$ cat src/rtl/mem_arbiter_pkg.sv
// Shared bus macros and arbiter types for the memory-port arbiter.
// The bus macros are guarded so a project-wide def.svh may supply them first.
`ifndef ADDR_BUS
`define ADDR_BUS 31:0
`endif
`ifndef DATA_BUS
`define DATA_BUS 31:0
`endif
`ifndef TRUE
`define TRUE 1'b1
`endif
`ifndef FALSE
`define FALSE 1'b0
`endif
`ifndef ZERO_ADDR
`define ZERO_ADDR 32'h0000_0000
`endif
`ifndef ZERO_DATA
`define ZERO_DATA 32'h0000_0000
`endif

package mem_arbiter_pkg;

    typedef enum logic {
        ARB_IDLE  = 1'b0,
        ARB_OWNED = 1'b1
    } arb_state_t;

    // Index width that stays legal for a single requester.
    function automatic int idx_w(input int n);
        return (n > 1) ? $clog2(n) : 1;
    endfunction

endpackage

$ cat src/rtl/mem_arbiter_rr_pick.sv
// Combinational circular scan: first set request at or after start.
module rr_pick #(
    parameter int NUM_REQ = 3,
    parameter int IDX_W   = 2
) (
    input  logic [NUM_REQ-1:0] req,
    input  logic [IDX_W-1:0]   start,
    output logic               found,
    output logic [IDX_W-1:0]   idx
);

    // Walk offsets from far to near so the nearest hit is written last.
    always_comb begin
        found = `FALSE;
        idx   = '0;
        for (int i = NUM_REQ - 1; i >= 0; i--) begin
            int pos;
            pos = (int'(start) + i) % NUM_REQ;
            if (req[pos]) begin
                found = `TRUE;
                idx   = IDX_W'(pos);
            end
        end
    end

endmodule

$ cat src/rtl/mem_arbiter.sv
// Burst-holding round-robin / fixed-priority arbiter for the shared memory port.
module mem_arbiter
    import mem_arbiter_pkg::*;
#(
    parameter int NUM_REQ   = 3,
    parameter int RR_ENABLE = 1
) (
    input  logic                          clk,
    input  logic                          rst,
    input  logic [NUM_REQ-1:0]            req_ce_i,
    input  logic [NUM_REQ-1:0]            req_we_i,
    input  logic [NUM_REQ-1:0][`ADDR_BUS] req_addr_i,
    input  logic [NUM_REQ-1:0][3:0]       req_width_i,
    input  logic [NUM_REQ-1:0][`DATA_BUS] req_data_i,
    output logic [NUM_REQ-1:0][`DATA_BUS] req_data_o,
    output logic [NUM_REQ-1:0]            gnt_o,
    output logic                          mem_ce_o,
    output logic                          mem_we_o,
    output logic [`ADDR_BUS]              mem_addr_o,
    output logic [3:0]                    mem_width_o,
    output logic [`DATA_BUS]              mem_data_o,
    input  logic [`DATA_BUS]              mem_data_i,
    output logic                          busy_o
);

    localparam int IDX_W = idx_w(NUM_REQ);

    arb_state_t          state_p0, state_nxt;
    logic [IDX_W-1:0]    owner_p0, owner_nxt;
    logic [IDX_W-1:0]    last_p0, last_nxt;
    logic [NUM_REQ-1:0]  gnt_p0, gnt_nxt;
    logic [IDX_W-1:0]    scan_start;
    logic                win_found;
    logic [IDX_W-1:0]    win_idx;

    // Fixed priority always scans from 0; round-robin starts just past the last owner.
    always_comb begin
        scan_start = '0;
        if (RR_ENABLE != 0 && last_p0 != IDX_W'(NUM_REQ - 1)) begin
            scan_start = last_p0 + IDX_W'(1);
        end
    end

    rr_pick #(
        .NUM_REQ (NUM_REQ),
        .IDX_W   (IDX_W)
    ) u_pick (
        .req   (req_ce_i),
        .start (scan_start),
        .found (win_found),
        .idx   (win_idx)
    );

    always_comb begin
        state_nxt = state_p0;
        owner_nxt = owner_p0;
        last_nxt  = last_p0;
        gnt_nxt   = gnt_p0;
        case (state_p0)
            ARB_IDLE: begin
                if (win_found) begin
                    gnt_nxt   = NUM_REQ'(1) << win_idx;
                    owner_nxt = win_idx;
                    last_nxt  = win_idx;
                    state_nxt = ARB_OWNED;
                end
            end
            ARB_OWNED: begin
                // Owner keeps the port for as long as its ce stays high.
                if (!req_ce_i[owner_p0]) begin
                    if (win_found) begin
                        gnt_nxt   = NUM_REQ'(1) << win_idx;
                        owner_nxt = win_idx;
                        last_nxt  = win_idx;
                    end else begin
                        gnt_nxt   = '0;
                        state_nxt = ARB_IDLE;
                    end
                end
            end
            default: begin
                gnt_nxt   = '0;
                state_nxt = ARB_IDLE;
            end
        endcase
    end

    // ---- arbitration register stage ----
    always_ff @(posedge clk) begin
        if (rst) begin
            state_p0 <= ARB_IDLE;
            owner_p0 <= '0;
            last_p0  <= IDX_W'(NUM_REQ - 1);
            gnt_p0   <= '0;
        end else begin
            state_p0 <= state_nxt;
            owner_p0 <= owner_nxt;
            last_p0  <= last_nxt;
            gnt_p0   <= gnt_nxt;
        end
    end

    assign gnt_o  = gnt_p0;
    assign busy_o = |gnt_p0;

    always_comb begin
        mem_ce_o    = `FALSE;
        mem_we_o    = `FALSE;
        mem_addr_o  = `ZERO_ADDR;
        mem_width_o = 4'd0;
        mem_data_o  = `ZERO_DATA;
        req_data_o  = '0;
        if (busy_o) begin
            mem_ce_o             = req_ce_i[owner_p0];
            mem_we_o             = req_we_i[owner_p0];
            mem_addr_o           = req_addr_i[owner_p0];
            mem_width_o          = req_width_i[owner_p0];
            mem_data_o           = req_data_i[owner_p0];
            req_data_o[owner_p0] = mem_data_i;
        end
    end

endmodule
$ cat config.mk
export PLATFORM = sky130hd
export DESIGN_NAME = mem_arbiter
export DESIGN_NICKNAME = d
export VERILOG_FILES = /design/src/rtl/mem_arbiter_pkg.sv /design/src/rtl/mem_arbiter_rr_pick.sv /design/src/rtl/mem_arbiter.sv
export SDC_FILE = /design/constraint.sdc
export NUM_CORES = 1
export LEC_CHECK = 0
export ABC_CLOCK_PERIOD_IN_PS = 2500
export CAP_MARGIN = 10
export CORE_AREA = 2 2 159 161
export DETAILED_ROUTE_END_ITERATION = 10
export DIE_AREA = 0 0 161 163
export GPL_ROUTABILITY_DRIVEN = 0
export GPL_TIMING_DRIVEN = 0
export HOLD_SLACK_MARGIN = 0.12
export SYNTH_ARGS = -nofsm -noshare
export SYNTH_HDL_FRONTEND = slang
export SYNTH_SLANG_ARGS = --single-unit
$ cat constraint.sdc
create_clock -name clk -period 2.5 [get_ports clk]
set_input_delay 0.375 -clock clk [delete_from_list [all_inputs] [get_ports clk]]
set_output_delay 0.375 -clock clk [all_outputs]
set_load 0.005 [all_outputs]
==> summary.md <==
| Metric | Value |
|---|---|
| Status | finished, final reports clean |
| CP Class | reg -> out |
| Main synth FF type | dfxtp_1 |
| Post-DP HPWL | 16400 um |
| Post-synth top area share | 25.4% |
| PortBufs | 412 |
| Total track usage | 13.7% |
| Footprint of the multi-input gates | 2440 um2 |
| Register area share after synthesis | 5.07% |
| Wire length per cell | 16.3 um |
| Slew HR | 71.1% |
| Area delta synth->final | 178% |
| Count of TritonRoute iterations in the first routing pass | 4 |
| Clock Skew | 0.00547 ns |
| Std-Cell Rows | 58 |
| Routed vias/inst | 4.01 |
| I/O Pins | 414 |
| Critical-path cell list | buf_4, clkbuf_16, nor3_4, buf_4, and2_1, clkdlybuf4s50_1 |
| Endpoint type of the worst setup path | output pin |
| Vias | 4865 |
| Clock sinks | 7 |
| Yosys cell types | 30 |
| Yosys Warn Count | 0 |
| CP arrival | 2.06 ns |
| Final nets | 1128 |
| Mapped cell area | 2760 um2 |
| Die height | 163 um |
| Average size of a mapped cell | 6.01 um2 |
| FF/Latch Area | 140 um2 |
| Area leader, netlist | mux2i_1 |
| Synth top area cells | mux2i_1, nor2_1, and2_1, a21oi_1, and3_1 |
| Antenna violations before repair | 0 |
| Leak | 3.02 nW |
| Mapped Cells | 460 |
| Seq cells post-synth | 7 |
| Worst-Skew Late Latency | 0.24 ns |
| Cell mode on critical path | buf_4 |
| Number of CTS-inserted buffers | 3 |
| CP required | 2.12 ns |
| Final Cycle Share | 97.3% |
| Number of setup violations in the final report | 0 |
| Number of enable flip-flop cells after synthesis | 0 |
| # diodes | 0 |
| Crit path max fanout | 10 |
| FILL cells | 2650 |
| CTS tree | built |
| Die X | 161 um |
| Starting density of the core | 11.2% |
| Max_cap viols | 0 |
| Hold WS | 0.526 ns |
| Ys async rst share | 0% |
| Max clock buf depth | 2 |
| Largest net degree at the start of global routing | 14 |
| Post-synth top cells | nor2_1, a21oi_1, mux2i_1 |
| H-tree depth | 1 |
| Final wirelength | 19800 um |
| Vias in the first global route | 4881 |
| Hold/Removal Path Class | reg -> reg |
| Unrepaired setup endpoints after global routing | yes |
| Layout cell share with drive strength beyond 1 | 7.36% |
| Power density over the cells | 276 nW/um2 |
| Cts hold-fix bufs | 0 |
| Post-Syn Nets | 704 |
| Core area | 24700 um2 |
| 1st-iter DRT viols | 245 |
| Critical Path Source Type | flop |
| Fin. Hold Viols | 0 |
| Crit-path slowest cell | clkdlybuf4s50_1 |
| Global route overflow | 0 |
| Max incr delay on CP | 0.51 ns |
| Max Freq | 411 MHz |
| ANT nets after route | 0 |
| Final Max Tran Viols | 0 |
| DIE AREA | 26200 um2 |
| First-pass GRT wire length | 28100 um |
| Min Tclk post-route | 2.43 ns |
| Worst Max-Slew Pin Slew | 0.433 ns |
| Most frequent cell after synthesis | nor2_1 |
| Worst-path clk slew | 0.04 ns |
| Drt drc | 0 |
| Peak VDD IR | 198 uV |
| CTS Root Cell | clkbuf_16 |
| Fin util | 31.1% |
[cells in the final DEF (no fill, tap or decap), types with 2 or more instances in the layout]
master / instances
a21oi_1: 72
and2_1: 64
and3_1: 32
buf_12: 4
buf_2: 10
buf_4: 15
buf_6: 4
buf_8: 6
clkbuf_1: 2
clkbuf_16: 4
clkbuf_2: 6
clkbuf_4: 4
clkdlybuf4s50_1: 408
dfxtp_1: 7
dlymetal6s2s_1: 3
mux2i_1: 69
nand2_1: 3
nand2b_1: 4
nand3b_1: 2
nor2_1: 138
nor2_2: 2
nor2b_1: 2
nor3_4: 2
o32ai_1: 2
[logic make-up (layout without fill, tap and decap cells)]
| logic type | after synthesis | count (layout) | share of synthesized area, % |
|---|---|---|---|
| AND/OR/NAND/NOR | 254 | 254 | 45.5 |
| AO/OA/AOI/OAI | 81 | 81 | 15.9 |
| multiplexers | 71 | 71 | 25.8 |
| buffers and inverters | 47 | 470 | 7.83 |
| flip-flops | 7 | 7 | 5.07 |
[critical path: cells and delay by family (launching register included)]
family        cells  cell delay (ns)
buf+inv           4             1.08
flops             1             0.29
simple gates      2             0.45
[path summary, 6_finish.rpt]
check,from,depth (start not counted),to,slack (ns)
max,last_p0[0],6,req_data_o[27],0.07
min,last_p0[1],2,last_p0[1],0.53
max reg2reg,last_p0[0],5,owner_p0[1],1.03
min reg2reg,last_p0[1],2,last_p0[1],0.53
[cell type report]
type	instances	share of cell area, %
buffer	43	4.92
clock buffer	4	1.03
inverter	2	0.0978
multi-input combinational	406	31.8
sequential	7	1.82
tap	330	5.38
timing repair buffer	421	55.0
[layer usage]
layer | global-route usage, % | share of wire, % | vias to the layer above
li1 | - | - | 2394
met1 | 15.9 | 40 | 2153
met2 | 26.0 | 50 | 292
met3 | 3.08 | 8.3 | 26
met4 | 2.44 | 1.7 | 0
met5 | 0 | 0 | -
[registers in the layout (all words and copies together) (netlist names)]
| signal | cells |
|---|---|
| state_p0 | 1 |
| last_p0 | 2 |
| owner_p0 | 1 |
| gnt_o | 3 |
[metrics by stage]
step / total power [W] / instances / setup slack, ns / setup TNS [ns] / instance area (um2)
3_3_place_gp: 0.00175 / 1202 / -0.361 / -18.78 / 7300
4_1_cts: 0.00211 / 1211 / 0.00410 / 0 / 7560
5_1_grt: 0.00228 / 1213 / -0.0161 / -0.0171 / 7680
2_1_floorplan: 0.000704 / 460 / 0.905 / 0 / 2760
3_5_place_dp: 0.00176 / 1202 / -0.365 / -17.85 / 7300
6_report: 0.00212 / 1213 / 0.0663 / 0 / 7680
[power breakdown]
group | internal (W) | switching (W)
sequential | 0.000122 | 0.00000895
clock | 0.000213 | 0.0000648
combinational | 0.00104 | 0.000672
total | 0.00137 | 0.000745
[timing repair]
| action | CTS | global route |
|---|---|---|
| gates resized for setup | 56 | 40 |
| setup endpoints to repair | 167 | 117 |
| pin swaps | 3 | 2 |
| setup buffers | 6 | 2 |
| gates cloned | 0 | 1 |
No activity file was read; power rests on OpenSTA's default activity.
